[src/rtl/seg7_scan_driver.sv]
// Eight-digit common-anode seven-segment scanner for a 32-bit hex word.
// The shown word changes only at frame boundaries, so one frame never mixes two values.
module seg7_scan_driver #(
    parameter int REFRESH_DIV  = 100000,
    parameter int GUARD_CYCLES = 4,
    parameter int LZ_BLANK     = 0
) (
    input  logic        clk,
    input  logic        reset_n,
    input  logic [31:0] value_i,
    input  logic [7:0]  dp_i,
    input  logic [7:0]  blank_i,
    output logic [6:0]  seg_o,
    output logic        dp_o,
    output logic [7:0]  an_o,
    output logic        frame_o
);

    localparam int CW = (REFRESH_DIV > 1) ? $clog2(REFRESH_DIV) : 1;
    localparam logic [CW-1:0] LP_TERM  = CW'(REFRESH_DIV - 1);
    localparam logic [CW-1:0] LP_GUARD = CW'(GUARD_CYCLES);

    logic [CW-1:0] r_cnt;
    logic [2:0]    r_idx;
    logic [31:0]   r_val_sh;
    logic [7:0]    r_dp_sh;
    logic [7:0]    r_blank_sh;
    logic          r_frame;
    logic [7:0]    r_an;
    logic [6:0]    r_seg;
    logic          r_dp;

    logic          w_term;
    logic          w_frame_edge;
    logic          w_guard;
    logic [7:0]    w_lz_blank;
    logic [7:0]    w_blank_vec;
    logic          w_digit_off;
    logic [3:0]    w_nib;

    function automatic logic [6:0] hex7(input logic [3:0] n);
        logic [6:0] s;
        case (n)
            4'h0: s = 7'h40;
            4'h1: s = 7'h79;
            4'h2: s = 7'h24;
            4'h3: s = 7'h30;
            4'h4: s = 7'h19;
            4'h5: s = 7'h12;
            4'h6: s = 7'h02;
            4'h7: s = 7'h78;
            4'h8: s = 7'h00;
            4'h9: s = 7'h10;
            4'hA: s = 7'h08;
            4'hB: s = 7'h03;
            4'hC: s = 7'h46;
            4'hD: s = 7'h21;
            4'hE: s = 7'h06;
            default: s = 7'h0E;
        endcase
        return s;
    endfunction

    assign w_term       = (r_cnt == LP_TERM);
    assign w_frame_edge = w_term && (r_idx == 3'd7);
    assign w_guard      = (GUARD_CYCLES != 0) && (r_cnt < LP_GUARD);

    // A digit is a leading zero when it and every more significant nibble are zero;
    // digit 0 always stays lit so a zero word still reads "0".
    always_comb begin
        w_lz_blank = 8'h00;
        for (int k = 1; k < 8; k++) begin
            w_lz_blank[k] = (LZ_BLANK != 0) && ((r_val_sh >> (4 * k)) == 32'd0);
        end
    end

    assign w_blank_vec = r_blank_sh | w_lz_blank;
    assign w_digit_off = w_guard || w_blank_vec[r_idx];
    assign w_nib       = r_val_sh[{r_idx, 2'b00} +: 4];

    always_ff @(posedge clk or negedge reset_n) begin
        if (!reset_n) begin
            r_cnt <= '0;
            r_idx <= 3'd0;
        end else if (w_term) begin
            r_cnt <= '0;
            r_idx <= r_idx + 3'd1;
        end else begin
            r_cnt <= r_cnt + 1'b1;
        end
    end

    always_ff @(posedge clk or negedge reset_n) begin
        if (!reset_n) begin
            r_val_sh   <= 32'd0;
            r_dp_sh    <= 8'h00;
            r_blank_sh <= 8'h00;
            r_frame    <= 1'b0;
        end else begin
            r_frame <= w_frame_edge;
            if (w_frame_edge) begin
                r_val_sh   <= value_i;
                r_dp_sh    <= dp_i;
                r_blank_sh <= blank_i;
            end
        end
    end

    // Output stage: one cycle behind (cnt, idx), all pins dark during guard or blank.
    always_ff @(posedge clk or negedge reset_n) begin
        if (!reset_n) begin
            r_an  <= 8'hFF;
            r_seg <= 7'h7F;
            r_dp  <= 1'b1;
        end else if (w_digit_off) begin
            r_an  <= 8'hFF;
            r_seg <= 7'h7F;
            r_dp  <= 1'b1;
        end else begin
            r_an  <= ~(8'h01 << r_idx);
            r_seg <= hex7(w_nib);
            r_dp  <= ~r_dp_sh[r_idx];
        end
    end

    assign an_o    = r_an;
    assign seg_o   = r_seg;
    assign dp_o    = r_dp;
    assign frame_o = r_frame;

endmodule

[config.mk]
export PLATFORM = sky130hd
export DESIGN_NAME = seg7_scan_driver
export DESIGN_NICKNAME = d
export VERILOG_FILES = /design/src/rtl/seg7_scan_driver.sv
export SDC_FILE = /design/constraint.sdc
export NUM_CORES = 1
export LEC_CHECK = 0
export CAP_MARGIN = 25
export CORE_MARGIN = 2
export CORE_UTILIZATION = 57
export DETAILED_ROUTE_END_ITERATION = 10
export HOLD_SLACK_MARGIN = 0.05
export MAX_ROUTING_LAYER = met4
export PLACE_DENSITY = 0.85
export SETUP_SLACK_MARGIN = 0.15
export SYNTH_ARGS = -nofsm -noshare
export SYNTH_HDL_FRONTEND = slang
export SYNTH_SLANG_ARGS = --single-unit
[constraint.sdc]
create_clock -name clk -period 5.1 [get_ports clk]
set_input_delay 1.53 -clock clk [delete_from_list [all_inputs] [get_ports clk]]
set_output_delay 1.53 -clock clk [all_outputs]
set_load 0.05 [all_outputs]
# Yosys cells after proc, flatten, opt, wreduce, memory -nomap -nowiden
# Memory sizes are Yosys's and may differ from the RTL's.
# Cells that the tools add are included.
[classes]
n_reduce_logical = 2
bitwise = 2
n_lt_le_gt_ge = 2
n_eq_ne = 2
mux = 8
shift = 2
add_sub_neg = 2
[op_table]
columns = ["cell", "n"]
rows = [
  ["variable part select 32 x 6 -> 4 bit", 1],
  ["adder 17 x 1 -> 17 bit (second input constant)", 1],
  ["== test 17 bit (second input constant)", 1],
  ["< comparator 17 x 3 -> 1 bit (second input constant)", 1],
  ["two-way mux 17 bit", 1],
  ["two-way mux 8 bit", 1],
  ["inverter 8 bit", 1],
  ["<< shifter 1 x 3 -> 8 bit (first input constant)", 1],
  ["two-way mux 7 bit", 1],
  ["binary-select mux 1 bit (select 3 bit)", 2],
  ["< comparator 3 x 4 -> 1 bit (second input constant)", 1],
  ["adder 3 x 1 -> 3 bit (second input constant)", 1],
  ["== test 3 bit (second input constant)", 1],
  ["two-way mux 1 bit", 3],
  ["logical AND 1 bit", 1],
  ["logical OR 1 bit", 1],
  ["inverter 1 bit", 1],
]
[word_totals]
in_bits = 50
wordCells = 30
n_memories = 1
out_inout_bits = 17
romBits = 112
ff_bits = 85
[mem_list]
columns = ["name", "words", "word_bits", "read_ports", "rd_clocked_by_memory_dff", "wr", "line", "source"]
rows = [
  ["(name not given)", 16, 7, 1, 0, 0, "43", "case (n)"],
]

# Longest topological paths before layout
[logic_depth]
word_depth = 4
ltp_mapped = 9
depth_no_buf = 8

# Worst setup path before layout
# Ideal clock, no wire load.
[synth_timing]
path_type = "register -> register"
startpoint = "register r_idx[0]"
endpoint = "register r_seg[0] (netlist: seg_o[0])"
path_slack_ns = 2.639
stages_incl_launch_ff = 10
required_ns = 5.013
setup_time_ns = 0.087
arrival_time_ns = 2.374
path_buffers = 1
synth_period_minus_slack_ns = 2.461
path_cell_list = "dfrtp_1 -> buf_6 -> mux4_1 -> nand2_1 -> and2_1 -> inv_1 -> ha_1 -> or3b_2 -> o21ai_0 -> o21ai_0"
[synth_via]
elab_chain_len = 4
elab_cells_between_ends = 6
classes_between = "shift: 1; mux: 3; reduce/logical: 1; memory: 1"
[synth_rtl]
columns = ["element", "line", "source"]
rows = [
  ["start: declaration", "24", "logic [2:0] r_idx;"],
  ["start signal: assignment", "87", "r_idx <= r_idx + 3'd1;"],
  ["branches (longest 3 deep; another with memory (16 x 7 bit))", "n/a", ""],
  ["two-way mux 7 bit (*)", "115", "end else if (w_digit_off) begin"],
  ["end signal: assignment", "121", "r_seg <= hex7(w_nib);"],
  ["end: declaration", "30", "logic [6:0] r_seg;"],
]
# Every way passes the cells marked *. The select of a mux whose other input is x is not followed.
# A chain may end at the register's enable or synchronous reset.

# Worst setup path in the final report
[layout_timing]
startpoint = "register r_an[5] (netlist: an_o[5])"
endpoint = "output port an_o[5]"
[layout_rtl]
columns = ["element", "line", "source"]
rows = [
  ["start: declaration", "29", "logic [7:0] r_an;"],
  ["start signal: assignment", "120", "r_an <= ~(8'h01 << r_idx);"],
  ["end: declaration", "15", "output logic [7:0] an_o,"],
]
# No word-level cell between the ends.

==> qor.yml <==
placed_design:
  hpwl_um: 5058
  port_buffers: 66
  routabilityCongestion: 0.8786
  post-place-ws_ns: 2.151
setup_path:
  crit_family: "buffers and inverters"
  rrSetupSlack_ns: 2.19
  crit_chain: "clkdlybuf4s50_1"
  critPathMaxStageDelay_ns: 0.79
  worstRegToRegCells: 8
  r2r_end: "seg_o[0]"
  cp-start-kind: "register"
  crit_slowest_cell: "clkdlybuf4s50_1"
  cp-end-kind: "output port"
  critPathBufInv: 1
  cp.arrival_ns: 1.68
  required_ns: 3.57
  crit_fanout: 1
  critPathKind: "reg -> out"
  r2r_start: "r_idx[0]"
  crit_start: "an_o[5]"
yosys:
  async_flop_share_pct: 100.0
  syn_inst: 285
  syn_nets: 347
  ys_top_cells_by_count: "dfrtp_1 (69), mux2_2 (32), nand2_1 (24), mux2_4 (20), dfstp_2 (16)"
  synth.area.top_cells: "dfrtp_1 (43%), dfstp_2 (11%), mux2_2 (9.1%), mux2_4 (7.5%), mux4_2 (4.5%)"
  synth_seq_cells: 85
  synth_top_cell_area_share_pct: 43.40
  syn_avg_cell_area_um2: 13.96
  synth_warnings: 0
  ys_types: 35
  yosysMostFrequentCell: "dfrtp_1"
  ys_seq_area_share_pct: 53.96
  yosys.area.top_type: "dfrtp_1"
  syn_area_um2: 3979
  synth_edf_count: 0
  ys.flop_type: "dfrtp_1"
clock_tree:
  cts_buffers: 9
  cts.clk_slew.worst_paths_ns: 0.09
  clk_path_buf_depth: 2
  post-cts-setup-buffer-count: 0
  htree_levels: 3
  ctsHoldBuffers: 0
  cts_root_buffer: "clkbuf_8"
  clk_latency_ns: 0.35
  clock_sinks: 85
  ctsResizeCount: 0
  cts_tree: "yes"
pwr:
  p_leak_nw: 2.160
  ir_drop_v: 0.0001487
  power_density_nw_per_um2: 278.9
final_layout:
  syn_to_final_growth_pct: 23.33
  final_util_pct: 72.63
  final_nets: 414
  drive_above_1_share_pct: 27.45
  n_antenna_cell: 0
min_path:
  hold_depth: 1
  hold_path.class: "reg -> reg"
  min_from: "r_cnt[0]"
  holdPathEnd: "r_cnt[0]"
sta:
  finClkSkew_ns: 0.01199
  drv_slew: 0
  slew_headroom_pct: 38.74
  finalSetupTns_ns: 0
  fin_crit_sh_pct: 62.88
  max_freq_mhz: 311.8
  tightest_slew_ns: 0.8933
  hold_viol_final: 0
  rsz0062_at_grt: "no"
  setup_ws_ns: 1.893
  setup_viol: 0
  fin_crit_ns: 3.207
routing:
  drtPass1Iterations: 5
  routed_wirelength_um: 7492
  drt-wirelength-per-cell_um: 17.14
  drtIter0Drc: 151
  vias: 2457
  vias_per_cell: 5.622
  route.detailed.drc: 0
  postRouteAntennaNets: 0
outcome:
  status: "finished clean"
die:
  row_count: 30
  die_h_um: 87.55
  io_pins: 67
  fp.dieArea_um2: 7665
  core-area_um2: 6756
  die_x_um: 87.55
  initial_core_util_pct: 58.89
global_route:
  grt_max_degree: 86
  grt_usage_pct: 22.60
  grt_overflow: 0
  grt_pass1_wl_um: 12570
  antenna_found_initial: 0
  grt_pass1_vias: 2529
run:
  max_cap_viol_count: 0
[sequential cells by signal (all words and copies together), names as in the netlist]
signal and cells:
seg_o 7, r_idx 3, frame_o 1, r_val_sh 32, r_cnt 17, an_o 8, r_blank_sh 8, r_dp_sh 8
dp_o 1
[kinds of logic after synthesis]
logic type,count (synthesis),synth area share (%)
compound gates,15,2.421
xor+xnor,15,3.302
fa+ha+maj,12,3.773
buf+inv,19,2.704
flops,85,53.96
mux,69,25.03
simple gates,70,8.806
[metrics by stage]
stage / instances / power [W] / hold slack (ns) / cell area, µm²
after detailed placement: 420 / 0.0008617 / 0.4479 / 4663
after global placement: 420 / 0.0008563 / 0.4372 / 4663
after CTS: 436 / 0.001376 / 0.4597 / 4880
after global routing: 437 / 0.001422 / 0.4907 / 4907
after floorplan: 285 / 0.0007886 / 0.4251 / 3979
final: 437 / 0.001369 / 0.4657 / 4907
[how the worst max path moves through the flow]
stage / endpoint / slack, ns / depth (start not counted)
2_1_floorplan: seg_o[0] / 2.64 / 9
3_3_place_gp: seg_o[0] / 2.24 / 5
3_5_place_dp: seg_o[0] / 2.15 / 8
4_1_cts: seg_o[1] / 1.88 / 1
5_1_grt: an_o[3] / 1.85 / 1
6_report: an_o[5] / 1.89 / 1
[power by group]
group          internal, W  switching [W]
combinational    0.0000767      0.0000593
clock             0.000278       0.000240
sequential        0.000702      0.0000128
total              0.00106       0.000312
[cell usage in the layout, fill, tap and decap left out, types with 3 or more instances in the layout]
cell	instances
mux2_2	32
inv_1	7
dfstp_2	16
o221ai_1	3
nor4_1	4
mux2i_1	5
xnor2_1	8
nor2_1	13
o21ai_0	6
nand2_1	24
mux4_2	8
mux4_1	4
ha_1	12
mux2_4	20
dfrtp_1	69
nand3_1	10
and3_1	3
clkbuf_8	9
clkdlybuf4s50_1	65
nand4_1	4
xor2_1	7
a21oi_1	3
[routing by layer]
metal  track usage [%]  part of all wire, %  up-vias
li1                  -                    -     1144
met1             30.58                   44     1208
met2             33.47                   49       83
met3             3.582                  3.8       22
met4             11.19                  2.8        0
met5                 -                    0        -
[worst register-to-register path: cells and delay by family, from the launching register on]
family | cells | cell delay [ns]
flops | 1 | 0.86
simple gates | 3 | 0.75
mux | 1 | 0.65
fa+ha+maj | 1 | 0.24
compound gates | 2 | 0.18
buf+inv | 1 | 0.11
[area by class of cell]
type	count	area [µm²]
Inverter	7	26.28
Timing Repair Buffer	68	693.2
Sequential cell	85	2147
Tap cell	80	100.1
Fill cell	468	1849
Clock buffer	11	131.4
Clock inverter	5	85.08
Multi-Input combinational cell	181	1724
Note: power is estimated with default switching activity, not from simulation.
